==> src/rtl/fetch_pkg.sv <==
// Shared types and constants for the IF-stage PC generator and its output buffer.
package fetch_pkg;

    localparam int          INSTR_BYTES      = 4;
    localparam logic [31:0] DEFAULT_RESET_PC = 32'h0000_0000;

    typedef struct packed {
        logic [31:0] pc;
        logic [31:0] instr;
        logic        pred_taken;
        logic [31:0] pred_target;
    } fetch_pkt_t;

    typedef enum logic [1:0] {
        BUF_EMPTY = 2'd0,
        BUF_ONE   = 2'd1,
        BUF_FULL  = 2'd2
    } buf_state_t;

endpackage

==> src/rtl/fetch_skid_fifo.sv <==
// Two-entry fetch packet FIFO: slot0 is always the head, slot1 the younger entry.
// Occupancy is exposed as an enum state so checkers can bind to it directly.
module fetch_skid_fifo
    import fetch_pkg::*;
(
    input  logic       clk,
    input  logic       rst,
    input  logic       push,
    input  fetch_pkt_t push_pkt,
    input  logic       pop,
    input  logic       flush,
    output fetch_pkt_t head_pkt,
    output buf_state_t count
);

    buf_state_t count_q, count_d;
    fetch_pkt_t slot0_q, slot0_d;
    fetch_pkt_t slot1_q, slot1_d;

    always_comb begin
        count_d = count_q;
        slot0_d = slot0_q;
        slot1_d = slot1_q;
        if (flush) begin
            count_d = BUF_EMPTY;
        end else begin
            case ({push, pop})
                2'b10: begin
                    if (count_q == BUF_EMPTY) begin
                        slot0_d = push_pkt;
                        count_d = BUF_ONE;
                    end else begin
                        slot1_d = push_pkt;
                        count_d = BUF_FULL;
                    end
                end
                2'b01: begin
                    // Younger entry shifts forward to become the head.
                    slot0_d = slot1_q;
                    count_d = (count_q == BUF_FULL) ? BUF_ONE : BUF_EMPTY;
                end
                2'b11: begin
                    if (count_q == BUF_ONE) begin
                        slot0_d = push_pkt;
                    end else begin
                        slot0_d = slot1_q;
                        slot1_d = push_pkt;
                    end
                end
                default: ;
            endcase
        end
    end

    always_ff @(posedge clk) begin
        if (rst) begin
            count_q <= BUF_EMPTY;
            slot0_q <= '0;
            slot1_q <= '0;
        end else begin
            count_q <= count_d;
            slot0_q <= slot0_d;
            slot1_q <= slot1_d;
        end
    end

    assign head_pkt = slot0_q;
    assign count    = count_q;

endmodule

==> src/rtl/fetch_pc_unit.sv <==
// IF-stage PC register, next-PC selection (redirect > stall > predicted taken > PC+4)
// and predicted-target generation feeding a 2-entry buffer towards decode.
module fetch_pc_unit
    import fetch_pkg::*;
#(
    parameter logic [31:0] RESET_PC  = DEFAULT_RESET_PC,
    parameter int          BUF_DEPTH = 2
) (
    input  logic        clk,
    input  logic        rst,
    output logic [31:0] pc_if,
    input  logic [31:0] imem_rdata,
    input  logic        btb_hit,
    input  logic [31:0] btb_target,
    input  logic        pred_taken,
    input  logic        redirect_valid,
    input  logic [31:0] redirect_pc,
    output logic        out_valid,
    input  logic        out_ready,
    output logic [31:0] out_pc,
    output logic [31:0] out_instr,
    output logic        out_pred_taken,
    output logic [31:0] out_pred_target
);

    logic [31:0] pc_q, pc_d;
    logic [31:0] pc_plus4;
    logic [31:0] pred_target;
    logic        predict_taken;
    logic        fetch_en;
    logic        pop;
    logic [1:0]  count_bits;
    buf_state_t  count;
    fetch_pkt_t  push_pkt;
    fetch_pkt_t  head_pkt;
    logic        unused_low_bits;

    // Fetch addresses are word aligned, so the low target bits carry no information.
    assign unused_low_bits = ^{btb_target[1:0], redirect_pc[1:0]};

    assign count_bits    = count;
    assign fetch_en      = (count_bits < 2'(BUF_DEPTH)) & ~redirect_valid;
    assign out_valid     = (count != BUF_EMPTY);
    assign pop           = out_valid & out_ready & ~redirect_valid;
    assign predict_taken = btb_hit & pred_taken;
    assign pc_plus4      = pc_q + 32'(INSTR_BYTES);
    assign pred_target   = predict_taken ? {btb_target[31:2], 2'b00} : pc_plus4;

    always_comb begin
        push_pkt             = '0;
        push_pkt.pc          = pc_q;
        push_pkt.instr       = imem_rdata;
        push_pkt.pred_taken  = predict_taken;
        push_pkt.pred_target = pred_target;
    end

    always_comb begin
        pc_d = pc_q;
        if (redirect_valid) begin
            pc_d = {redirect_pc[31:2], 2'b00};
        end else if (fetch_en) begin
            pc_d = pred_target;
        end
    end

    always_ff @(posedge clk) begin
        if (rst) begin
            pc_q <= RESET_PC;
        end else begin
            pc_q <= pc_d;
        end
    end

    fetch_skid_fifo u_fifo (
        .clk      (clk),
        .rst      (rst),
        .push     (fetch_en),
        .push_pkt (push_pkt),
        .pop      (pop),
        .flush    (redirect_valid),
        .head_pkt (head_pkt),
        .count    (count)
    );

    assign pc_if           = pc_q;
    assign out_pc          = head_pkt.pc;
    assign out_instr       = head_pkt.instr;
    assign out_pred_taken  = head_pkt.pred_taken;
    assign out_pred_target = head_pkt.pred_target;

endmodule

==> config.mk <==
export PLATFORM = sky130hd
export DESIGN_NAME = fetch_pc_unit
export DESIGN_NICKNAME = d
export VERILOG_FILES = /design/src/rtl/fetch_pkg.sv /design/src/rtl/fetch_skid_fifo.sv /design/src/rtl/fetch_pc_unit.sv
export SDC_FILE = /design/constraint.sdc
export NUM_CORES = 1
export LEC_CHECK = 0
export CORE_MARGIN = 2
export CORE_UTILIZATION = 50
export CTS_CLUSTER_SIZE = 8
export DETAILED_ROUTE_END_ITERATION = 10
export GPL_TIMING_DRIVEN = 1
export HOLD_SLACK_MARGIN = 0.05
export PLACE_DENSITY = 0.85
export SLEW_MARGIN = 20
export SYNTH_ARGS = -nofsm -noshare
export SYNTH_HDL_FRONTEND = slang
export SYNTH_SLANG_ARGS = --single-unit
==> constraint.sdc <==
create_clock -name clk -period 3 [get_ports clk]
set_input_delay 0.3 -clock clk [delete_from_list [all_inputs] [get_ports clk]]
set_output_delay 0.3 -clock clk [all_outputs]
set_load 0.03 [all_outputs]
==> flow_summary.yaml <==
timing:
  relSlewSlack_pct: 37.7
  worst_pin_slew_ns: 0.931
  rsz0062_at_grt: "false"
  fmax_mhz: 379
  tns_ns: 0
  setup_viol_count_final: 0
  skew_ns: 0.0116
  setup_slack_ns: 0.360
  min_period_ns: 2.64
  post-route-period-util_pct: 88.0
  slew_viol_final: 0
  final-hold-violation-count: 0
routing:
  wl_per_cell_um: 19.8
  drt_wl_total_um: 34200
  drtIter0Drc: 1179
  vias_per_cell: 6.21
  drt-pass1-iter-count: 8
  vias: 10700
  drc: 0
  antenna_left: 0
critical_path:
  cp-endpoint: "pc_if[22]$_SDFFE_PP0P_"
  startpoint: "pc_if[2]$_SDFFE_PP0P_"
  r2r-start: "pc_if[2]$_SDFFE_PP0P_"
  ff2ff_path_depth: 8
  r2r_end: "pc_if[22]$_SDFFE_PP0P_"
  arrival_ns: 3.05
  crit_fanout: 12
  crit_required_ns: 3.41
  r2r_slack_ns: 0.36
  critPathKind: "reg2reg"
  critPathCaptureType: "flop"
  crit_path_start_kind: "flop"
placement:
  placed_area_um2: 12700
  portBuffers: 227
  pre_cts_ws_ns: 0.186
  gp_congestion: 0.931
  dp_hpwl_um: 22300
cts:
  clock_path_buffers: 3
  cts_tree: "done"
  cts_hold_buf: 0
  cts_resized: 0
  clk_pin_slew_ns: 0.05
  root_buffer: "clkbuf_16"
  post_cts_buffers: 0
  clock_latency_ns: 0.50
  clkSinkCount: 228
  htreeDepth: 2
  cts_made_buffers: 34
logic_synthesis:
  ys_types: 58
  synth_compound_area_share_pct: 24.9
  synth_top_family_by_area: "compound AO/OA/AOI/OAI gates"
  ys_seq_area_share_pct: 45.3
  syn_inst: 1265
  syn_avg_cell_area_um2: 7.97
  synth_seq_cells: 228
  synth_area_um2: 10100
  synth_top_flop_cell: "dfxtp_1"
  yosys.area_share.xor_xnor_pct: 1.39
  synthAdderAreaFrac_pct: 0.497
  async_flop_share_pct: 0
  synth_mux_area_share_pct: 1.30
  synth_nets: 1371
  synth_edf_count: 0
  synth_warnings: 0
  synth-simple-area-share_pct: 21.0
finish:
  fin_area_um2: 13700
  drive_gt1_share_pct: 8.01
  fill_cells: 1542
  seqCellArea_um2: 4560
  antenna_cells: 0
  fin_nets: 1564
  fin_util_pct: 69.8
  area_growth_pct: 35.7
  multi_input_area_um2: 5000
die:
  die_area_um2: 21300
  dieWidth_um: 146
  fp.dieH_um: 146
  core_um2: 19600
  fp-row-count: 51
  pin_count: 232
  start_util_pct: 51.4
global_routing:
  grt_pass1_vias: 10100
  overflow: 0
  grt_usage_pct: 30.8
  grt_start_max_net_pins: 137
  antenna_found_initial: 0
  grt_pass1_wl_um: 53800
power_and_ir_drop:
  power_mw: 8.34
  irDropWorstVdd_uv: 367
  leakage_nw: 5.07
  power_density_nw_per_um2: 610
flow_run:
  cap_violations: 0
run_status:
  status: "completed"
hold_path:
  min_path_type: "in2reg"
per-stage QoR:
stage | hold WS, ns | instances
4_1_cts | 0.223 | 1726
5_1_grt | 0.238 | 1726
3_5_place_dp | 0.446 | 1687
2_1_floorplan | 0.432 | 1265
3_3_place_gp | 0.438 | 1687
6_report | 0.219 | 1726
power by group:
part / leakage [nW] / internal, mW / total, mW / switching (mW)
Sequential: 1.87 / 3.24 / 3.40 / 0.156
Clock: 0.461 / 2.15 / 3.43 / 1.28
Combinational: 2.74 / 0.622 / 1.52 / 0.899
Total: 5.07 / 6.01 / 8.34 / 2.33
logic make-up after synthesis:
group                    after synthesis
AO/OA/AOI/OAI                        371
XOR/XNOR                              16
adder cells (fa/ha/maj)                4
buffers and inverters                146
flip-flops                           228
multiplexers                          13
AND/OR/NAND/NOR                      487
synth_stat cells (13+ instances only):
library cell	n	area, µm²
o21ai_0	77	385
nand3_1	23	115
dfxtp_1	228	4560
clkbuf_1	108	405
a221o_1	33	330
nand2_1	195	732
nor2_1	152	571
inv_1	17	63.8
a221oi_1	48	420
a22oi_1	13	97.6
nor3_1	56	280
a21oi_1	115	576
flip-flops by register name, indices dropped and copies added (netlist names):
signal	count
pc_if	32
u_fifo.head_pkt	97
u_fifo.slot1_q	97
u_fifo.count	2
worst min-delay path by stage:
stage / startpoint / endpoint / slack, ns / cells after the start
5_1_grt: rst / u_fifo.head_pkt[87]$_SDFFE_PP0P_ / 0.24 / 2
3_3_place_gp: u_fifo.slot1_q[0]$_SDFFE_PP0P_ / u_fifo.slot1_q[0]$_SDFFE_PP0P_ / 0.44 / 2
3_5_place_dp: u_fifo.slot1_q[64]$_SDFFE_PP0P_ / u_fifo.slot1_q[64]$_SDFFE_PP0P_ / 0.45 / 2
4_1_cts: rst / u_fifo.head_pkt[84]$_SDFFE_PP0P_ / 0.22 / 2
2_1_floorplan: u_fifo.slot1_q[0]$_SDFFE_PP0P_ / u_fifo.slot1_q[0]$_SDFFE_PP0P_ / 0.43 / 2
6_report: rst / u_fifo.head_pkt[84]$_SDFFE_PP0P_ / 0.22 / 2
final cells by class:
class	count	area share [%]
Clock buffer	38	6.80
Clock inverter	1	0.0366
Inverter	19	0.521
Multi-Input combinational cell	891	36.6
Sequential cell	228	33.4
Tap cell	265	2.42
Timing Repair Buffer	284	20.3
routing by layer:
metal / routed length, µm / track usage, % / vias to the layer above
met4: 1490 / 14.6 / 0
met5: 0 / 0 / -
met2: 15500 / 48.4 / 692
met3: 3880 / 6.74 / 121
met1: 13300 / 40.5 / 5006
li1: - / - / 4899
layout by cell type, fill, tap and decap left out, types with 8 or more instances in the layout:
cell and n:
xnor2_1 10, clkbuf_16 37, nand3_1 23, nand4_1 11, a211oi_1 9, mux2i_1 12, a22oi_1 13, nand2_1 194
clkdlybuf4s50_1 226, a21oi_1 114, o21ai_0 77, nor3_1 56, a221o_1 33, nor2_1 151, and3_1 10, dfxtp_1 228
or4_1 8, a221oi_1 48, o211a_1 12, buf_4 51, o31ai_1 12, inv_1 17
critical path, stage by stage (launching register included):
cell	delay, ns
dfxtp_1	0.53
ha_1	0.32
and4_1	0.30
nand4_1	0.11
buf_4	0.20
or4_1	0.53
o21ai_0	0.21
a211oi_1	0.13
nor3_1	0.21
(Power assumes the default switching activity.)
